## src/rtl/display_receiver.sv

```systemverilog
// Serial BCD frame receiver with a multiplexed seven-segment display driver.
// The serial and display-tick inputs are asynchronous and are synchronized to internal_clock.
module display_receiver #(
  parameter int SYNC_STAGES = 2,
  parameter int DIGITS      = 4
) (
  input  logic                  internal_clock,
  input  logic                  RST,
  input  logic                  DATA_CLOCK_SIGNAL,
  input  logic                  ENABLE_SIGNAL,
  input  logic                  VALUE_SIGNAL,
  input  logic                  BOARD_CLOCK_SIGNAL,
  output logic [4*DIGITS-1:0]   VALUE_BCD,
  output logic [6:0]            SEG,
  output logic [DIGITS-1:0]     DIGIT_SEL,
  output logic                  FRAME_VALID,
  output logic                  FRAME_ERROR,
  output logic [1:0]            state_dbg
);

  localparam int FRAME_BITS = 4 * DIGITS;
  localparam int CNT_W      = $clog2(FRAME_BITS + 1);
  localparam int IDX_W      = (DIGITS > 1) ? $clog2(DIGITS) : 1;

  localparam logic [1:0] IDLE  = 2'd0;
  localparam logic [1:0] SHIFT = 2'd1;
  localparam logic [1:0] DRAIN = 2'd2;

  // Handshake: the serial link has no back-pressure. A bit is accepted on every
  // falling edge of the synchronized data clock; ENABLE marks data bits, and the
  // first tick with ENABLE low after a full frame commits it. FRAME_VALID and
  // FRAME_ERROR are single-cycle pulses with no acknowledge.

  logic [SYNC_STAGES-1:0] dclk_sync;
  logic [SYNC_STAGES-1:0] en_sync;
  logic [SYNC_STAGES-1:0] val_sync;
  logic [SYNC_STAGES-1:0] bclk_sync;
  logic                   dclk_q;
  logic                   bclk_q;

  always_ff @(posedge internal_clock) begin
    if (RST) begin
      dclk_sync <= '0;
      en_sync   <= '0;
      val_sync  <= '0;
      bclk_sync <= '0;
      dclk_q    <= 1'b0;
      bclk_q    <= 1'b0;
    end else begin
      dclk_sync <= {dclk_sync[SYNC_STAGES-2:0], DATA_CLOCK_SIGNAL};
      en_sync   <= {en_sync[SYNC_STAGES-2:0], ENABLE_SIGNAL};
      val_sync  <= {val_sync[SYNC_STAGES-2:0], VALUE_SIGNAL};
      bclk_sync <= {bclk_sync[SYNC_STAGES-2:0], BOARD_CLOCK_SIGNAL};
      dclk_q    <= dclk_sync[SYNC_STAGES-1];
      bclk_q    <= bclk_sync[SYNC_STAGES-1];
    end
  end

  logic sample_tick;
  logic mux_tick;
  logic en_s;
  logic val_s;

  // ENABLE and VALUE come from the same stage as the edge so all three stay aligned.
  assign sample_tick = dclk_q & ~dclk_sync[SYNC_STAGES-1];
  assign mux_tick    = ~bclk_q & bclk_sync[SYNC_STAGES-1];
  assign en_s        = en_sync[SYNC_STAGES-1];
  assign val_s       = val_sync[SYNC_STAGES-1];

  logic [1:0]            state;
  logic [CNT_W-1:0]      bit_count;
  logic [FRAME_BITS-1:0] shadow;
  logic [CNT_W-1:0]      bit_pos;

  // Each digit arrives MSB first, so the low two count bits are mirrored.
  assign bit_pos   = {bit_count[CNT_W-1:2], ~bit_count[1:0]};
  assign state_dbg = state;

  always_ff @(posedge internal_clock) begin
    if (RST) begin
      state       <= IDLE;
      bit_count   <= '0;
      shadow      <= '0;
      VALUE_BCD   <= '0;
      FRAME_VALID <= 1'b0;
      FRAME_ERROR <= 1'b0;
    end else begin
      FRAME_VALID <= 1'b0;
      FRAME_ERROR <= 1'b0;
      if (sample_tick) begin
        case (state)
          IDLE: begin
            if (en_s) begin
              for (int i = 0; i < FRAME_BITS; i++) begin
                shadow[i] <= (i == 3) ? val_s : 1'b0;
              end
              bit_count <= CNT_W'(1);
              state     <= SHIFT;
            end
          end
          SHIFT: begin
            if (en_s) begin
              if (bit_count == CNT_W'(FRAME_BITS)) begin
                FRAME_ERROR <= 1'b1;
                state       <= DRAIN;
              end else begin
                for (int i = 0; i < FRAME_BITS; i++) begin
                  if (CNT_W'(i) == bit_pos) shadow[i] <= val_s;
                end
                bit_count <= bit_count + 1'b1;
              end
            end else begin
              if (bit_count == CNT_W'(FRAME_BITS)) begin
                VALUE_BCD   <= shadow;
                FRAME_VALID <= 1'b1;
              end else begin
                FRAME_ERROR <= 1'b1;
              end
              bit_count <= '0;
              state     <= IDLE;
            end
          end
          DRAIN: begin
            if (!en_s) begin
              bit_count <= '0;
              state     <= IDLE;
            end
          end
          default: begin
            bit_count <= '0;
            state     <= IDLE;
          end
        endcase
      end
    end
  end

  logic [IDX_W-1:0] digit_idx;
  logic [3:0]       cur_digit;
  logic [6:0]       seg_next;

  always_comb begin
    cur_digit = '0;
    for (int d = 0; d < DIGITS; d++) begin
      if (digit_idx == IDX_W'(d)) cur_digit = VALUE_BCD[4*d +: 4];
    end
  end

  // Segment order is {g,f,e,d,c,b,a}; 15 is shown as a dash, 10..14 are blank.
  always_comb begin
    seg_next = 7'b0000000;
    case (cur_digit)
      4'd0:  seg_next = 7'b0111111;
      4'd1:  seg_next = 7'b0000110;
      4'd2:  seg_next = 7'b1011011;
      4'd3:  seg_next = 7'b1001111;
      4'd4:  seg_next = 7'b1100110;
      4'd5:  seg_next = 7'b1101101;
      4'd6:  seg_next = 7'b1111101;
      4'd7:  seg_next = 7'b0000111;
      4'd8:  seg_next = 7'b1111111;
      4'd9:  seg_next = 7'b1101111;
      4'd15: seg_next = 7'b1000000;
      default: seg_next = 7'b0000000;
    endcase
  end

  // SEG and DIGIT_SEL are registered together from the same index so they never disagree.
  always_ff @(posedge internal_clock) begin
    if (RST) begin
      digit_idx <= '0;
      DIGIT_SEL <= '1;
      SEG       <= '0;
    end else begin
      if (mux_tick) begin
        if (digit_idx == IDX_W'(DIGITS - 1)) digit_idx <= '0;
        else                                 digit_idx <= digit_idx + 1'b1;
      end
      for (int d = 0; d < DIGITS; d++) begin
        DIGIT_SEL[d] <= (digit_idx != IDX_W'(d));
      end
      SEG <= seg_next;
    end
  end

endmodule

```

## config.mk

```make
export PLATFORM = sky130hd
export DESIGN_NAME = display_receiver
export DESIGN_NICKNAME = d
export VERILOG_FILES = /design/src/rtl/display_receiver.sv
export SDC_FILE = /design/constraint.sdc
export NUM_CORES = 1
export LEC_CHECK = 0
export CORE_MARGIN = 5
export CORE_UTILIZATION = 50
export DETAILED_ROUTE_END_ITERATION = 10
export GPL_TIMING_DRIVEN = 0
export PLACE_DENSITY = 0.82
export REMOVE_ABC_BUFFERS = 1
export SYNTH_ARGS = -nofsm -noshare
export SYNTH_HDL_FRONTEND = slang
export SYNTH_SLANG_ARGS = --single-unit
```

## constraint.sdc

```tcl
create_clock -name internal_clock -period 2.2 [get_ports internal_clock]
set_input_delay 0.22 -clock internal_clock [delete_from_list [all_inputs] [get_ports internal_clock]]
set_output_delay 0.22 -clock internal_clock [all_outputs]
set_load 0.005 [all_outputs]
```

==> flow_metrics.tcl <==
set metrics [dict create \
    status "finished clean" \
    htreeDepth 3 \
    syn_to_final_growth_pct 25.6 \
    dr.first_iter.drc_count 108 \
    endpoint_kind "flop" \
    crit_chain "inv_1, ha_2, nand3b_1, a221oi_4, ha_1, a2111oi_4, a2111oi_1, a311oi_1" \
    path_clk_slew_ns 0.07 \
    synth_flop_cell "dfxtp_1" \
    seq_area_frac_synth 0.430 \
    maxSlewViolCount 0 \
    nNetsFinal 378 \
    hold_ws_ns 0.431 \
    fp-row-count 28 \
    path_max_fanout 5 \
    async_reset_ff_frac 0 \
    finalSetupViolCount 0 \
    hpwlAfterDp_um 4140 \
    pre_cts_slack_ns -1.31 \
    vias_per_cell 5.39 \
    min_period_ns 2.12 \
    cts_tree "built" \
    clk-insertion-delay-late_ns 0.34 \
    drt_first_pass_iters 4 \
    n_antenna_cell 0 \
    hold_viol 0 \
    pin_count 37 \
    grt_pass1_wl_um 10300 \
    post-route-period-util 0.961 \
    fp.dieW_um 87.2 \
    cts_root_buffer "clkbuf_8" \
    avgSynthCellArea_um2 9.31 \
    overflow 0 \
    drv_cap 0 \
    setup_slack_ns 0.0848 \
    numCtsBuffers 9 \
    synthDistinctLibCells 51 \
    r2r_start "digit_idx[0]" \
    synth_top_family_by_area "simple AND/OR/NAND/NOR gates" \
    die_y_um 87.2 \
    ant_nets 0 \
    num_vias 2345 \
    relSlewSlack 0.396 \
    path_buf_inv 1 \
    portBuffers 36 \
    synthCells 320 \
    synth-xor-area-share 0.00294 \
    gp_congestion 0.846 \
    cts_buffer_depth 2 \
    grt_pass1_vias 2187 \
    critPathKind "flop to flop" \
    p_leak_nw 1.41 \
    ctsHoldBuffers 0 \
    tightest_slew_ns 0.906 \
    ys_ff_latch 64 \
    yosys.area_share.simple 0.197 \
    cp-startpoint "digit_idx[0]" \
    cp-start-kind "flop" \
    min_from "BOARD_CLOCK_SIGNAL" \
    peakVddDrop_v 0.000694 \
    synth_fa_ha_area_frac 0.0714 \
    arrival_ns 2.30 \
    start_util 0.509 \
    crit_family "compound AO/OA/AOI/OAI gates" \
    grt_max_degree 45 \
    timing.setup.tns_ns 0 \
    die_area_um2 7600 \
    rsz0062_at_grt "yes" \
    power_mw 2.49 \
    cp.required_ns 2.39 \
    n_fill_cell 447 \
    gr-usage-all-layers 0.173 \
    numClockSinks 64 \
    drive_gt1_frac 0.133 \
    route.detailed.drc 0 \
    utilization 0.639 \
    syn_area_um2 2980 \
    slowest_stage "a2111oi_1" \
    grt_antenna_before_repair 0 \
    holdCritPathClass "primary input to flop" \
    synth_compound_area_frac 0.136 \
    wl_per_cell_um 14.9 \
    skew_ns 0.00543 \
    cpPeakStageDelay_ns 0.39 \
    power.density_nw_per_um2 665 \
    synth.area.mux_share 0.111 \
    synth-edff-count 0 \
    drt-total-wl_um 6480 \
    fmax_mhz 473 \
    ys_warn_count 0 \
    coreArea_um2 5850 \
]
## sequential cells by signal (all words and copies together), names as in the netlist
register     count
shadow          16
VALUE_BCD       16
dclk_q           1
FRAME_ERROR      1
state_dbg        2
val_sync         2
FRAME_VALID      1
bclk_q           1
bclk_sync        2
bit_count        5
en_sync          2
dclk_sync        2
DIGIT_SEL        4
digit_idx        2
SEG              7
## power breakdown
| part | leakage, nW | switching, mW | internal, mW | total, mW |
|---|---|---|---|---|
| Sequential | 0.522 | 0.00994 | 1.18 | 1.19 |
| Combinational | 0.761 | 0.0516 | 0.0510 | 0.103 |
| Clock | 0.123 | 0.455 | 0.744 | 1.20 |
## cell usage after synthesis (all sizes together), types with 2 or more instances
| master | number | share of area |
|---|---|---|
| dfxtp | 64 | 0.43 |
| nand2 | 41 | 0.052 |
| mux2i | 33 | 0.11 |
| nor2 | 23 | 0.029 |
| o21ai | 21 | 0.035 |
| ha | 17 | 0.071 |
| inv | 15 | 0.020 |
| a21oi | 13 | 0.022 |
| nor2b | 12 | 0.025 |
| clkbuf | 11 | 0.014 |
| buf | 8 | 0.018 |
| nand2b | 7 | 0.015 |
| nor3 | 6 | 0.014 |
| a211oi | 5 | 0.016 |
| a221oi | 4 | 0.016 |
| nand3b | 4 | 0.010 |
| nor3b | 4 | 0.010 |
| a211o | 3 | 0.0088 |
| or4 | 3 | 0.0076 |
| a2111oi | 2 | 0.0059 |
| and4bb | 2 | 0.0097 |
| or2 | 2 | 0.0042 |
## what timing repair did
item / CTS / global route
gates resized for setup: 19 / 8
pin swaps: 2 / 5
buffers inserted: 2 / 4
endpoints found under the hold margin: 0 / 0
endpoints found under the setup margin: 44 / 11
gates cloned: 1 / 0
## logic make-up (layout without fill, tap and decap cells)
| logic type | after synthesis | count (layout) |
|---|---|---|
| buf+inv | 34 | 74 |
| simple gates | 112 | 112 |
| flops | 64 | 64 |
| xor+xnor | 1 | 1 |
| mux | 33 | 33 |
| compound gates | 59 | 59 |
| fa+ha+maj | 17 | 17 |
## worst reg2reg max path, delay by kind of cell (launching register included)
| family | cells | cell delay (ns) |
|---|---|---|
| compound gates | 4 | 0.84 |
| fa+ha+maj | 2 | 0.52 |
| flops | 1 | 0.37 |
| simple gates | 1 | 0.13 |
| buf+inv | 1 | 0.12 |
## per-layer routing
layer	routed length, µm	vias up	GRT usage	part of all wire
li1	-	1179	-	-
met1	2890	1100	0.205	0.45
met2	3150	53	0.296	0.49
met3	316	13	0.0416	0.049
met4	128	0	0.0753	0.020
met5	0	-	0	0
## placed cells by master (no fill, tap or decap), types with 12 or more instances in the layout
master and instances:
ha_1 13, a21oi_1 13, dfxtp_1 61, mux2i_1 33, inv_1 13, o21ai_0 20
nor2b_1 12, nand2_1 41, clkdlybuf4s50_1 35, nor2_1 23
## worst paths after layout
kind	end	slack [ns]	cells after the start
worst max-delay path	SEG[6]	0.08	8
worst min-delay path	bclk_sync[0]	0.43	2
worst max register to register	SEG[6]	0.08	8
worst min register to register	val_sync[1]	0.44	1
## per-stage QoR
step | instances | area (µm²)
3_3_place_gp | 412 | 3340
5_1_grt | 435 | 3740
2_1_floorplan | 301 | 2880
6_report | 435 | 3740
4_1_cts | 431 | 3670
3_5_place_dp | 412 | 3340
## final cells by class
class / count / area (µm²) / area share
Clock buffer: 9 / 124 / 0.0331
Tap cell: 75 / 93.8 / 0.0251
Multi-Input combinational cell: 222 / 1640 / 0.438
Sequential cell: 64 / 1290 / 0.345
Inverter: 15 / 58.8 / 0.0157
Clock inverter: 7 / 110 / 0.0294
Timing Repair Buffer: 42 / 419 / 0.112
Timing Repair inverter: 1 / 5.00 / 0.00134
No activity file was read; power rests on OpenSTA's default activity.
